==> config.mk <==
export PLATFORM = sky130hd
export DESIGN_NAME = frv_asi_issue_flat
export DESIGN_NICKNAME = d
export VERILOG_FILES = /design/src/rtl/frv_asi_issue_pkg.sv /design/src/rtl/frv_asi_issue_if.sv /design/src/rtl/frv_sat_counter.sv /design/src/rtl/frv_asi_issue.sv /design/src/flat_wrapper.sv
export SDC_FILE = /design/constraint.sdc
export NUM_CORES = 1
export LEC_CHECK = 0
export ABC_CLOCK_PERIOD_IN_PS = 4330
export BUFFER_PORTS_ARGS = -buffer_cell sky130_fd_sc_hd__buf_2
export CELL_PAD_IN_SITES_DETAIL_PLACEMENT = 0
export CELL_PAD_IN_SITES_GLOBAL_PLACEMENT = 2
export CORE_ASPECT_RATIO = 0.75
export CORE_UTILIZATION = 27
export DETAILED_ROUTE_END_ITERATION = 8
export GPL_TIMING_DRIVEN = 0
export PLACE_DENSITY_LB_ADDON = 0.08
export SYNTH_ARGS = -nofsm -noshare
export SYNTH_HDL_FRONTEND = slang
export SYNTH_SLANG_ARGS = --single-unit
==> constraint.sdc <==
create_clock -name g_clk -period 4.33 [get_ports g_clk]
set_input_delay 0.433 -clock g_clk [delete_from_list [all_inputs] [get_ports g_clk]]
set_output_delay 0.433 -clock g_clk [all_outputs]
set_load 0.01 [all_outputs]
==> src/rtl/frv_asi_issue_pkg.sv <==
// Shared types and constants for the ASI issue/holding stage.
package frv_asi_issue_pkg;

    // Issue stage states, 2-bit encoding shared with the rest of the ASI path.
    typedef enum logic [1:0] {
        ST_IDLE = 2'd0,
        ST_BUSY = 2'd1,
        ST_DONE = 2'd2
    } issue_state_t;

    localparam int ASI_UOP_W = 5;

    // ASI micro-op codes used by the execute path.
    localparam logic [ASI_UOP_W-1:0] ASI_SHA256_S0 = 5'd4;
    localparam logic [ASI_UOP_W-1:0] ASI_SHA256_S1 = 5'd5;
    localparam logic [ASI_UOP_W-1:0] ASI_SHA256_S2 = 5'd6;
    localparam logic [ASI_UOP_W-1:0] ASI_SHA256_S3 = 5'd7;

endpackage

==> src/rtl/frv_asi_issue_if.sv <==
// Bundle of dispatch, ASI-unit and writeback signals around the issue stage.
interface frv_asi_issue_if #(
    parameter int XLEN  = 32,
    parameter int UOP_W = 5,
    parameter int CNT_W = 16
);
    logic             s_valid;
    logic             s_ready;
    logic [UOP_W-1:0] s_uop;
    logic [XLEN-1:0]  s_rs1;
    logic [XLEN-1:0]  s_rs2;
    logic [1:0]       s_shamt;
    logic [4:0]       s_rd;
    logic             flush;
    logic             asi_valid;
    logic             asi_ready;
    logic             asi_flush;
    logic [UOP_W-1:0] asi_uop;
    logic [XLEN-1:0]  asi_rs1;
    logic [XLEN-1:0]  asi_rs2;
    logic [1:0]       asi_shamt;
    logic [XLEN-1:0]  asi_result;
    logic             wb_valid;
    logic             wb_ready;
    logic [4:0]       wb_rd;
    logic [XLEN-1:0]  wb_result;
    logic [CNT_W-1:0] stall_count;

    // Issue stage side.
    modport slave (
        input  s_valid, s_uop, s_rs1, s_rs2, s_shamt, s_rd, flush,
        input  asi_ready, asi_result, wb_ready,
        output s_ready, asi_valid, asi_flush, asi_uop, asi_rs1, asi_rs2,
        output asi_shamt, wb_valid, wb_rd, wb_result, stall_count
    );

    // Surrounding pipeline side (dispatch, ASI unit, writeback).
    modport master (
        output s_valid, s_uop, s_rs1, s_rs2, s_shamt, s_rd, flush,
        output asi_ready, asi_result, wb_ready,
        input  s_ready, asi_valid, asi_flush, asi_uop, asi_rs1, asi_rs2,
        input  asi_shamt, wb_valid, wb_rd, wb_result, stall_count
    );
endinterface

==> src/rtl/frv_sat_counter.sv <==
// Saturating up-counter with synchronous active-low clear, for perf counters.
module frv_sat_counter #(
    parameter int W = 16
) (
    input  logic         clk,
    input  logic         clr_n,
    input  logic         inc,
    output logic [W-1:0] count
);

    // Count up on enable, sticking at all-ones; clear has priority.
    always_ff @(posedge clk) begin
        if (!clr_n) begin
            count <= '0;
        end else if (inc && (count != '1)) begin
            count <= count + {{(W-1){1'b0}}, 1'b1};
        end
    end

endmodule

==> src/rtl/frv_asi_issue.sv <==
// Issue/holding stage in front of the ASI unit: accepts one op, holds its
// operands until the unit answers, registers the result for writeback.
module frv_asi_issue #(
    parameter int XLEN  = 32,
    parameter int UOP_W = 5,
    parameter int CNT_W = 16
) (
    input  logic        g_clk,
    input  logic        g_resetn,
    frv_asi_issue_if.slave bus
);
    import frv_asi_issue_pkg::*;

    issue_state_t     state_q;
    issue_state_t     state_d;
    logic             s_ready_w;
    logic             accept;
    logic             capture_op;
    logic             capture_wb;
    logic             stall_inc;
    logic             in_busy;
    logic [UOP_W-1:0] uop_q;
    logic [XLEN-1:0]  rs1_q;
    logic [XLEN-1:0]  rs2_q;
    logic [1:0]       shamt_q;
    logic [4:0]       rd_q;
    logic [XLEN-1:0]  wb_result_q;
    logic [4:0]       wb_rd_q;

    // Decide when dispatch may hand over an op; flush and reset block intake.
    always_comb begin
        s_ready_w = 1'b0;
        if (g_resetn && !bus.flush) begin
            case (state_q)
                ST_IDLE: s_ready_w = 1'b1;
                ST_DONE: s_ready_w = bus.wb_ready;
                default: s_ready_w = 1'b0;
            endcase
        end
    end

    assign accept = bus.s_valid && s_ready_w;

    // Next-state and capture strobes; a flush overrides everything else.
    always_comb begin
        state_d    = state_q;
        capture_op = 1'b0;
        capture_wb = 1'b0;
        stall_inc  = 1'b0;
        case (state_q)
            ST_IDLE: begin
                if (accept) begin
                    state_d    = ST_BUSY;
                    capture_op = 1'b1;
                end
            end
            ST_BUSY: begin
                if (bus.asi_ready) begin
                    state_d    = ST_DONE;
                    capture_wb = 1'b1;
                end else begin
                    stall_inc = 1'b1;
                end
            end
            ST_DONE: begin
                if (bus.wb_ready) begin
                    if (accept) begin
                        state_d    = ST_BUSY;
                        capture_op = 1'b1;
                    end else begin
                        state_d = ST_IDLE;
                    end
                end
            end
            default: state_d = ST_IDLE;
        endcase
        if (bus.flush) begin
            state_d    = ST_IDLE;
            capture_op = 1'b0;
            capture_wb = 1'b0;
            stall_inc  = 1'b0;
        end
    end

    // State register.
    always_ff @(posedge g_clk) begin
        if (!g_resetn) begin
            state_q <= ST_IDLE;
        end else begin
            state_q <= state_d;
        end
    end

    // Operand holding registers, loaded on every accepted op.
    always_ff @(posedge g_clk) begin
        if (!g_resetn) begin
            uop_q   <= '0;
            rs1_q   <= '0;
            rs2_q   <= '0;
            shamt_q <= '0;
            rd_q    <= '0;
        end else if (capture_op) begin
            uop_q   <= bus.s_uop;
            rs1_q   <= bus.s_rs1;
            rs2_q   <= bus.s_rs2;
            shamt_q <= bus.s_shamt;
            rd_q    <= bus.s_rd;
        end
    end

    // Writeback registers, loaded when the ASI unit answers; held otherwise.
    always_ff @(posedge g_clk) begin
        if (!g_resetn) begin
            wb_result_q <= '0;
            wb_rd_q     <= '0;
        end else if (capture_wb) begin
            wb_result_q <= bus.asi_result;
            wb_rd_q     <= rd_q;
        end
    end

    frv_sat_counter #(.W(CNT_W)) u_stall_cnt (
        .clk   (g_clk),
        .clr_n (g_resetn),
        .inc   (stall_inc),
        .count (bus.stall_count)
    );

    assign in_busy = (state_q == ST_BUSY);

    // Operand outputs are zeroed outside BUSY to keep the ASI datapath quiet.
    assign bus.s_ready   = s_ready_w;
    assign bus.asi_flush = bus.flush;
    assign bus.asi_valid = g_resetn && in_busy;
    assign bus.asi_uop   = in_busy ? uop_q   : '0;
    assign bus.asi_rs1   = in_busy ? rs1_q   : '0;
    assign bus.asi_rs2   = in_busy ? rs2_q   : '0;
    assign bus.asi_shamt = in_busy ? shamt_q : '0;
    assign bus.wb_valid  = g_resetn && (state_q == ST_DONE);
    assign bus.wb_rd     = wb_rd_q;
    assign bus.wb_result = wb_result_q;

endmodule

==> src/flat_wrapper.sv <==
// flat-port wrapper written by rule: the top's interface ports become plain ports
module frv_asi_issue_flat import frv_asi_issue_pkg::*;
#(
    parameter int XLEN  = 32,
    parameter int UOP_W = 5,
    parameter int CNT_W = 16
)
  (g_clk, g_resetn, bus_s_valid, bus_s_uop, bus_s_rs1, bus_s_rs2, bus_s_shamt, bus_s_rd, bus_flush, bus_asi_ready, bus_asi_result, bus_wb_ready, bus_s_ready, bus_asi_valid, bus_asi_flush, bus_asi_uop, bus_asi_rs1, bus_asi_rs2, bus_asi_shamt, bus_wb_valid, bus_wb_rd, bus_wb_result, bus_stall_count);
  frv_asi_issue_if #(.XLEN(XLEN), .UOP_W(UOP_W), .CNT_W(CNT_W)) bus_i ();
  input  logic g_clk;
  input  logic g_resetn;
  input wire logic [$bits(bus_i.s_valid)-1:0] bus_s_valid;
  input wire logic [$bits(bus_i.s_uop)-1:0] bus_s_uop;
  input wire logic [$bits(bus_i.s_rs1)-1:0] bus_s_rs1;
  input wire logic [$bits(bus_i.s_rs2)-1:0] bus_s_rs2;
  input wire logic [$bits(bus_i.s_shamt)-1:0] bus_s_shamt;
  input wire logic [$bits(bus_i.s_rd)-1:0] bus_s_rd;
  input wire logic [$bits(bus_i.flush)-1:0] bus_flush;
  input wire logic [$bits(bus_i.asi_ready)-1:0] bus_asi_ready;
  input wire logic [$bits(bus_i.asi_result)-1:0] bus_asi_result;
  input wire logic [$bits(bus_i.wb_ready)-1:0] bus_wb_ready;
  output wire logic [$bits(bus_i.s_ready)-1:0] bus_s_ready;
  output wire logic [$bits(bus_i.asi_valid)-1:0] bus_asi_valid;
  output wire logic [$bits(bus_i.asi_flush)-1:0] bus_asi_flush;
  output wire logic [$bits(bus_i.asi_uop)-1:0] bus_asi_uop;
  output wire logic [$bits(bus_i.asi_rs1)-1:0] bus_asi_rs1;
  output wire logic [$bits(bus_i.asi_rs2)-1:0] bus_asi_rs2;
  output wire logic [$bits(bus_i.asi_shamt)-1:0] bus_asi_shamt;
  output wire logic [$bits(bus_i.wb_valid)-1:0] bus_wb_valid;
  output wire logic [$bits(bus_i.wb_rd)-1:0] bus_wb_rd;
  output wire logic [$bits(bus_i.wb_result)-1:0] bus_wb_result;
  output wire logic [$bits(bus_i.stall_count)-1:0] bus_stall_count;
  assign bus_i.s_valid = bus_s_valid;
  assign bus_i.s_uop = bus_s_uop;
  assign bus_i.s_rs1 = bus_s_rs1;
  assign bus_i.s_rs2 = bus_s_rs2;
  assign bus_i.s_shamt = bus_s_shamt;
  assign bus_i.s_rd = bus_s_rd;
  assign bus_i.flush = bus_flush;
  assign bus_i.asi_ready = bus_asi_ready;
  assign bus_i.asi_result = bus_asi_result;
  assign bus_i.wb_ready = bus_wb_ready;
  assign bus_s_ready = bus_i.s_ready;
  assign bus_asi_valid = bus_i.asi_valid;
  assign bus_asi_flush = bus_i.asi_flush;
  assign bus_asi_uop = bus_i.asi_uop;
  assign bus_asi_rs1 = bus_i.asi_rs1;
  assign bus_asi_rs2 = bus_i.asi_rs2;
  assign bus_asi_shamt = bus_i.asi_shamt;
  assign bus_wb_valid = bus_i.wb_valid;
  assign bus_wb_rd = bus_i.wb_rd;
  assign bus_wb_result = bus_i.wb_result;
  assign bus_stall_count = bus_i.stall_count;
  frv_asi_issue #(.XLEN(XLEN), .UOP_W(UOP_W), .CNT_W(CNT_W)) u_core (.g_clk(g_clk), .g_resetn(g_resetn), .bus(bus_i));
endmodule
=== After elaboration in Yosys (flattened, before gate mapping) ===
Index checks and enable logic that the tools add are counted.

* Flip-flop bits (word level): 131
* Bits in latches: 0
* Memory bits (writable): 0
* ROM bits: 0
* Input bits: 114
* Output and inout port bits: 128
* Memories: 0

* Add/sub/neg operators: 1
* Multipliers: 0
* Div/mod/pow operators: 0
* $lt $le $gt $ge: 0
* Equal/unequal tests: 6
* Shifts and indexed selects: 0
* Muxes and demuxes: 21
* Bitwise gates (word level): 1
* Reductions and logical operators: 9

{| class="wikitable"
|+ Operator list
! kind !! number
|-
| $mux W32 || 2
|-
| $add A16 B1 Y16 const B || 1
|-
| $ne A16 B16 Y1 const B || 1
|-
| $mux W1 || 11
|-
| $mux W2 || 4
|-
| $pmux W2 S3 || 1
|-
| $logic_and A1 B1 Y1 || 5
|-
| $mux W5 || 1
|-
| $ne A2 B2 Y1 const B || 2
|-
| $pmux W1 S2 || 2
|-
| $reduce_and A3 Y1 || 1
|-
| $eq A2 B1 Y1 const B || 1
|-
| $eq A2 B2 Y1 const B || 1
|-
| $logic_not A2 Y1 || 1
|-
| $ne A2 B1 Y1 const B || 1
|-
| $reduce_or A2 Y1 || 1
|-
| $logic_not A1 Y1 || 1
|-
| $not A1 Y1 || 1
|}

=== Logic depth before layout (Yosys ltp) ===
* Word-level depth: 8
* Depth in mapped cells: 7
* Mapped depth without buffers: 5

=== Modules after synthesis ===
A second synthesis with hierarchy kept.

* Cell total of the unflattened synthesis: 695
* Area total of the unflattened synthesis: 5735.5 µm²

{| class="wikitable"
|+ Modules (own cells, without submodules)
! module !! instances !! cells each !! area each (µm²) !! seq. area each (µm²)
|-
| frv_asi_issue || 1 || 598 || 4898.4 || 2302.2
|-
| frv_sat_counter || 1 || 97 || 837.1 || 320.3
|}

=== Worst setup path before layout ===
No wires, ideal clock.

* Path type: input port to flip-flop
* From: in bus_flush
* To: reg u_core.rs1_q[28]
* Setup time: 132 ps
* Arrival time: 1685 ps
* Data required time: 4198 ps
* Setup slack: 2513 ps
* Cell stages on the path: 7
* Path buffers: 3
* Cell sequence: nand2b_1 > or4b_1 > clkbuf_1 > buf_2 > buf_1 > nand2_1 > a21oi_1

* Cells in the longest elaborated chain, start to end: 8

{| class="wikitable"
|+ Ends and longest elaborated chain
! element !! RTL line !! text
|-
| start, declared || flat_wrapper.sv:18 || <nowiki>input wire logic [$bits(bus_i.flush)-1:0] bus_flush;</nowiki>
|-
| $logic_not A1 Y1 || frv_asi_issue.sv:33 || <nowiki>if (g_resetn && !bus.flush) begin</nowiki>
|-
| $logic_and A1 B1 Y1 || frv_asi_issue.sv:33 ||
|-
| $mux W1 || frv_asi_issue.sv:33 ||
|-
| $logic_and A1 B1 Y1 || frv_asi_issue.sv:42 || <nowiki>assign accept = bus.s_valid && s_ready_w;</nowiki>
|-
| $mux W1 || frv_asi_issue.sv:52, frv_asi_issue.sv:67 ||
|-
| $mux W1 || frv_asi_issue.sv:66 || <nowiki>if (bus.wb_ready) begin</nowiki>
|-
| $pmux W1 S2 || frv_asi_issue.sv:50 || <nowiki>case (state_q)</nowiki>
|-
| $mux W1 * || frv_asi_issue.sv:77 || <nowiki>if (bus.flush) begin</nowiki>
|-
| end signal, assigned || frv_asi_issue.sv:104 || <nowiki>rs1_q <= bus.s_rs1;</nowiki>
|-
| end, declared || frv_asi_issue.sv:23 || <nowiki>logic [XLEN-1:0] rs1_q;</nowiki>
|}

Mark *: on every way between the ends. The rest lies on a longest branch, timed or not.
A chain may end at the register's enable or synchronous reset.

=== Final worst setup path ===
* From: reg u_core.state_q[0]
* To: out bus_asi_rs2[3]

* Cells in the longest elaborated chain, start to end: 2

{| class="wikitable"
|+ Ends and longest elaborated chain
! element !! RTL line !! text
|-
| start, declared || frv_asi_issue.sv:14 || <nowiki>issue_state_t state_q;</nowiki>
|-
| start signal, assigned || frv_asi_issue.sv:90 || <nowiki>state_q <= state_d;</nowiki>
|-
| $eq A2 B1 Y1 || frv_asi_issue.sv:129 || <nowiki>assign in_busy = (state_q == ST_BUSY);</nowiki>
|-
| $mux W32 || frv_asi_issue.sv:137 || <nowiki>assign bus.asi_rs2 = in_busy ? rs2_q : '0;</nowiki>
|-
| end, declared || flat_wrapper.sv:27 || <nowiki>output wire logic [$bits(bus_i.asi_rs2)-1:0] bus_asi_rs2;</nowiki>
|}

Every way passes these cells.

==> out/qor.yml <==
global_route:
  grt_use_met3: 0.06759
  grt_pass1_vias: 5103
  grtUsageMet1: 0.2324
  grt_max_degree: 17
  gr-usage-all-layers: 0.1755
  busiest_layer: "met2"
  grt_overflow: 0
  grt_use_met2: 0.2652
  antenna_found_initial: 3
  grt_first_pass_wirelength_um: 26750
pwr:
  irDropWorstVdd_v: 0.0001999
  switchingPower_uw: 680.0
  p_sw_frac: 0.2389
  p_per_area_mw_per_mm2: 386.4
  pwr-share-comb: 0.053
  p_leak_uw: 0.003195
  clockPowerShare: 0.511
  p_seq_frac: 0.436
  p_int_uw: 2167
finish:
  areaGrowthSynthToFinish_pct: 40.19
  final_layout_size_suffix_gt1_frac: 0.2959
  stdcell_area_mm2: 0.007367
  finalNetCount: 1055
yosys:
  synthTopCellsByCount: "nand2_1 (235), dfxtp_1 (131), a21oi_1 (125)"
  syn_inst: 680
  ys.flop_type: "dfxtp_1"
  synth_top_cell_area_share: 0.4990
  syn_area_mm2: 0.005255
  yosys_warnings: 0
  synth-async-reset-ratio: 0
  ys_seq_area_frac: 0.4990
  synth_area_leader_cell: "dfxtp_1"
  syn_avg_cell_area_um2: 7.728
  syn_nets: 795
  synthTopCellsByArea: "dfxtp_1 (50%), nand2_1 (17%), a21oi_1 (12%)"
  yosys_register_bits: 131
  synth-edff-count: 0
  ys_types: 35
  synth.most_common_cell: "nand2_1"
drt:
  routed_via_density: 4.468
  routed_wl_um: 17220
  ant_nets: 0
  vias: 5371
  drtPass1Iterations: 4
  drtIter0Drc: 288
  routedWlPerCell_um: 14.33
  drc: 0
run:
  drv_cap: 0
sta:
  finalCritPeriodShare: 0.6444
  final-setup-viol-count: 0
  final.min_clock_period_ns: 2.790
  fmax_mhz: 358.4
  final-max-slew-violation-count: 0
  worst_pin_slew_ns: 0.7181
  slew_headroom: 0.5176
  fin_skew_ns: 0.01738
  rsz0062_at_grt: "no"
  fin_hold_ws_ns: 0.2370
  tns_ns: 0
  setup_ws_ns: 1.540
  timing.final.hold_violations: 0
clocking:
  cts_resized: 0
  clk_latency_ns: 0.43
  cts.sinks: 131
  root_buffer: "clkbuf_16"
  cts_tree: "yes"
  clk_pin_slew_ns: 0.06
  h-tree-depth: 4
  clockBufferDepth: 2
  post_cts_buffers: 0
  numCtsBuffers: 17
  ctsHoldBuffers: 0
worst_setup_path:
  slowest_delay_ns: 0.46
  r2r-start: "u_core.state_q[1]"
  reg2reg_to: "u_core.rs2_q[23]"
  crit_slowest_cell: "clkbuf_1"
  path_max_fanout: 10
  endpoint_kind: "output pin"
  path_cells: "nor2b_1, clkbuf_1, clkbuf_1, and2_1, buf_2"
  reg2reg_depth: 7
  cp-start-kind: "flop"
  rrSetupSlack_ns: 2.26
  critical_path_required_ns: 3.90
  cp.arrival_ns: 2.36
  crit_type: "flop to output pin"
  worst_path_most_repeated_cell: "clkbuf_1"
hold_path:
  hold_path_end: "u_core.rs2_q[22]"
  hp-start: "bus_s_rs2[22]"
  holdCritPathClass: "primary input to flop"
  hold_depth: 3
placed_design:
  placed_area_mm2: 0.006770
  gp_congestion: 0.7837
  place_hpwl_um: 13060
  portBuffers: 241
  dp_worst_setup_slack_ns: 1.883
floorplan:
  start_util: 0.2799
  die_area_mm2: 0.02003
  row_count: 43
  core-area_mm2: 0.01878
  die-width_um: 163.1
  die_y_um: 122.8
  io_pins: 242
run_status:
  status: "finished, final reports clean"
==> sequential cells by signal, indices dropped and copies added (netlist names) <==
name                      count
u_core.bus.wb_rd              5
u_core.bus.wb_result         32
u_core.rd_q                   5
u_core.rs1_q                 32
u_core.rs2_q                 32
u_core.shamt_q                2
u_core.state_q                2
u_core.u_stall_cnt.count     16
u_core.uop_q                  5
==> final cells by class <==
| type | instances | area (µm²) |
|---|---|---|
| fillers | 1999 | 11410 |
| flip-flops and latches | 131 | 2623 |
| multi-input cells | 499 | 2434 |
| repair buffers | 241 | 1206 |
| clock buffers | 19 | 442.9 |
| well taps | 247 | 309.0 |
| plain buffers | 48 | 191.4 |
| clock inverters | 13 | 148.9 |
| inverters | 2 | 7.507 |
| diodes | 2 | 5.005 |
==> worst max-delay path by stage <==
stage | startpoint | to | slack (ns) | depth (start not counted)
finish | u_core.state_q[0] | bus_asi_rs2[3] | 1.54 | 5
CTS | u_core.state_q[0] | bus_asi_rs2[3] | 1.41 | 5
global route | u_core.state_q[0] | bus_asi_rs2[3] | 1.31 | 5
global placement | g_resetn | bus_wb_valid | 1.92 | 6
detailed placement | u_core.state_q[0] | bus_asi_rs2[3] | 1.88 | 5
floorplan | bus_flush | u_core.rs1_q[28] | 2.51 | 7
==> worst max-delay path: cells and delay by family (launching register included) <==
kind	cells	cell delay, ns
buffers and inverters	3	1.02
AND/OR/NAND/NOR	2	0.49
flip-flops	1	0.43
==> metrics by stage <==
stage	cells	utilization	total power, µW
final	1202	0.3924	2847
after global routing	1200	0.3921	2965
after CTS	1200	0.3921	2887
after detailed placement	1168	0.3606	1421
after global placement	1168	0.3606	1418
after floorplan	680	-	1335
==> cells in the final DEF, fill, tap and decap left out, types with 2 or more instances in the layout <==
cell type	n
nor2b_1	2
dfxtp_1	131
and3_1	2
o21ai_0	5
or4_1	6
o41ai_1	2
bufinv_16	2
buf_1	2
o31ai_1	6
diode_2	2
nand4_1	6
nor2_1	3
nand3_1	5
clkinvlp_4	3
nand2_1	235
nor3_1	4
clkinv_4	2
a21oi_1	125
or3_1	5
and2_1	73
nand2b_1	4
inv_6	5
o311ai_0	2
clkbuf_16	17
clkbuf_1	40
buf_2	247
mux2i_1	3
==> per-layer routing <==
metal / vias to the layer above / routed length [µm]
met4: 2 / 123
li1: 2764 / -
met2: 158 / 7408
met1: 2433 / 8262
met5: - / 13
met3: 14 / 1413
==> cells by family after synthesis <==
family	Yosys count	synth area share
muxes	3	0.005715
AOI/OAI and AO/OA	141	0.1405
buffers and inverters	50	0.03786
DFF	131	0.4990
adders and majority gates	1	0.002381
and+or+nand+nor	354	0.3145
==> power by group through the flow <==
| stage | Sequential [µW] | Combinational, µW | Clock, µW |
|---|---|---|---|
| floorplan | 1270 | 69.1 | 0 |
| global placement | 1270 | 152 | 0 |
| detailed placement | 1270 | 153 | 0 |
| CTS | 1240 | 154 | 1490 |
| global route | 1240 | 173 | 1550 |
| finish | 1240 | 151 | 1450 |
Power figures use the tool's default switching activity.
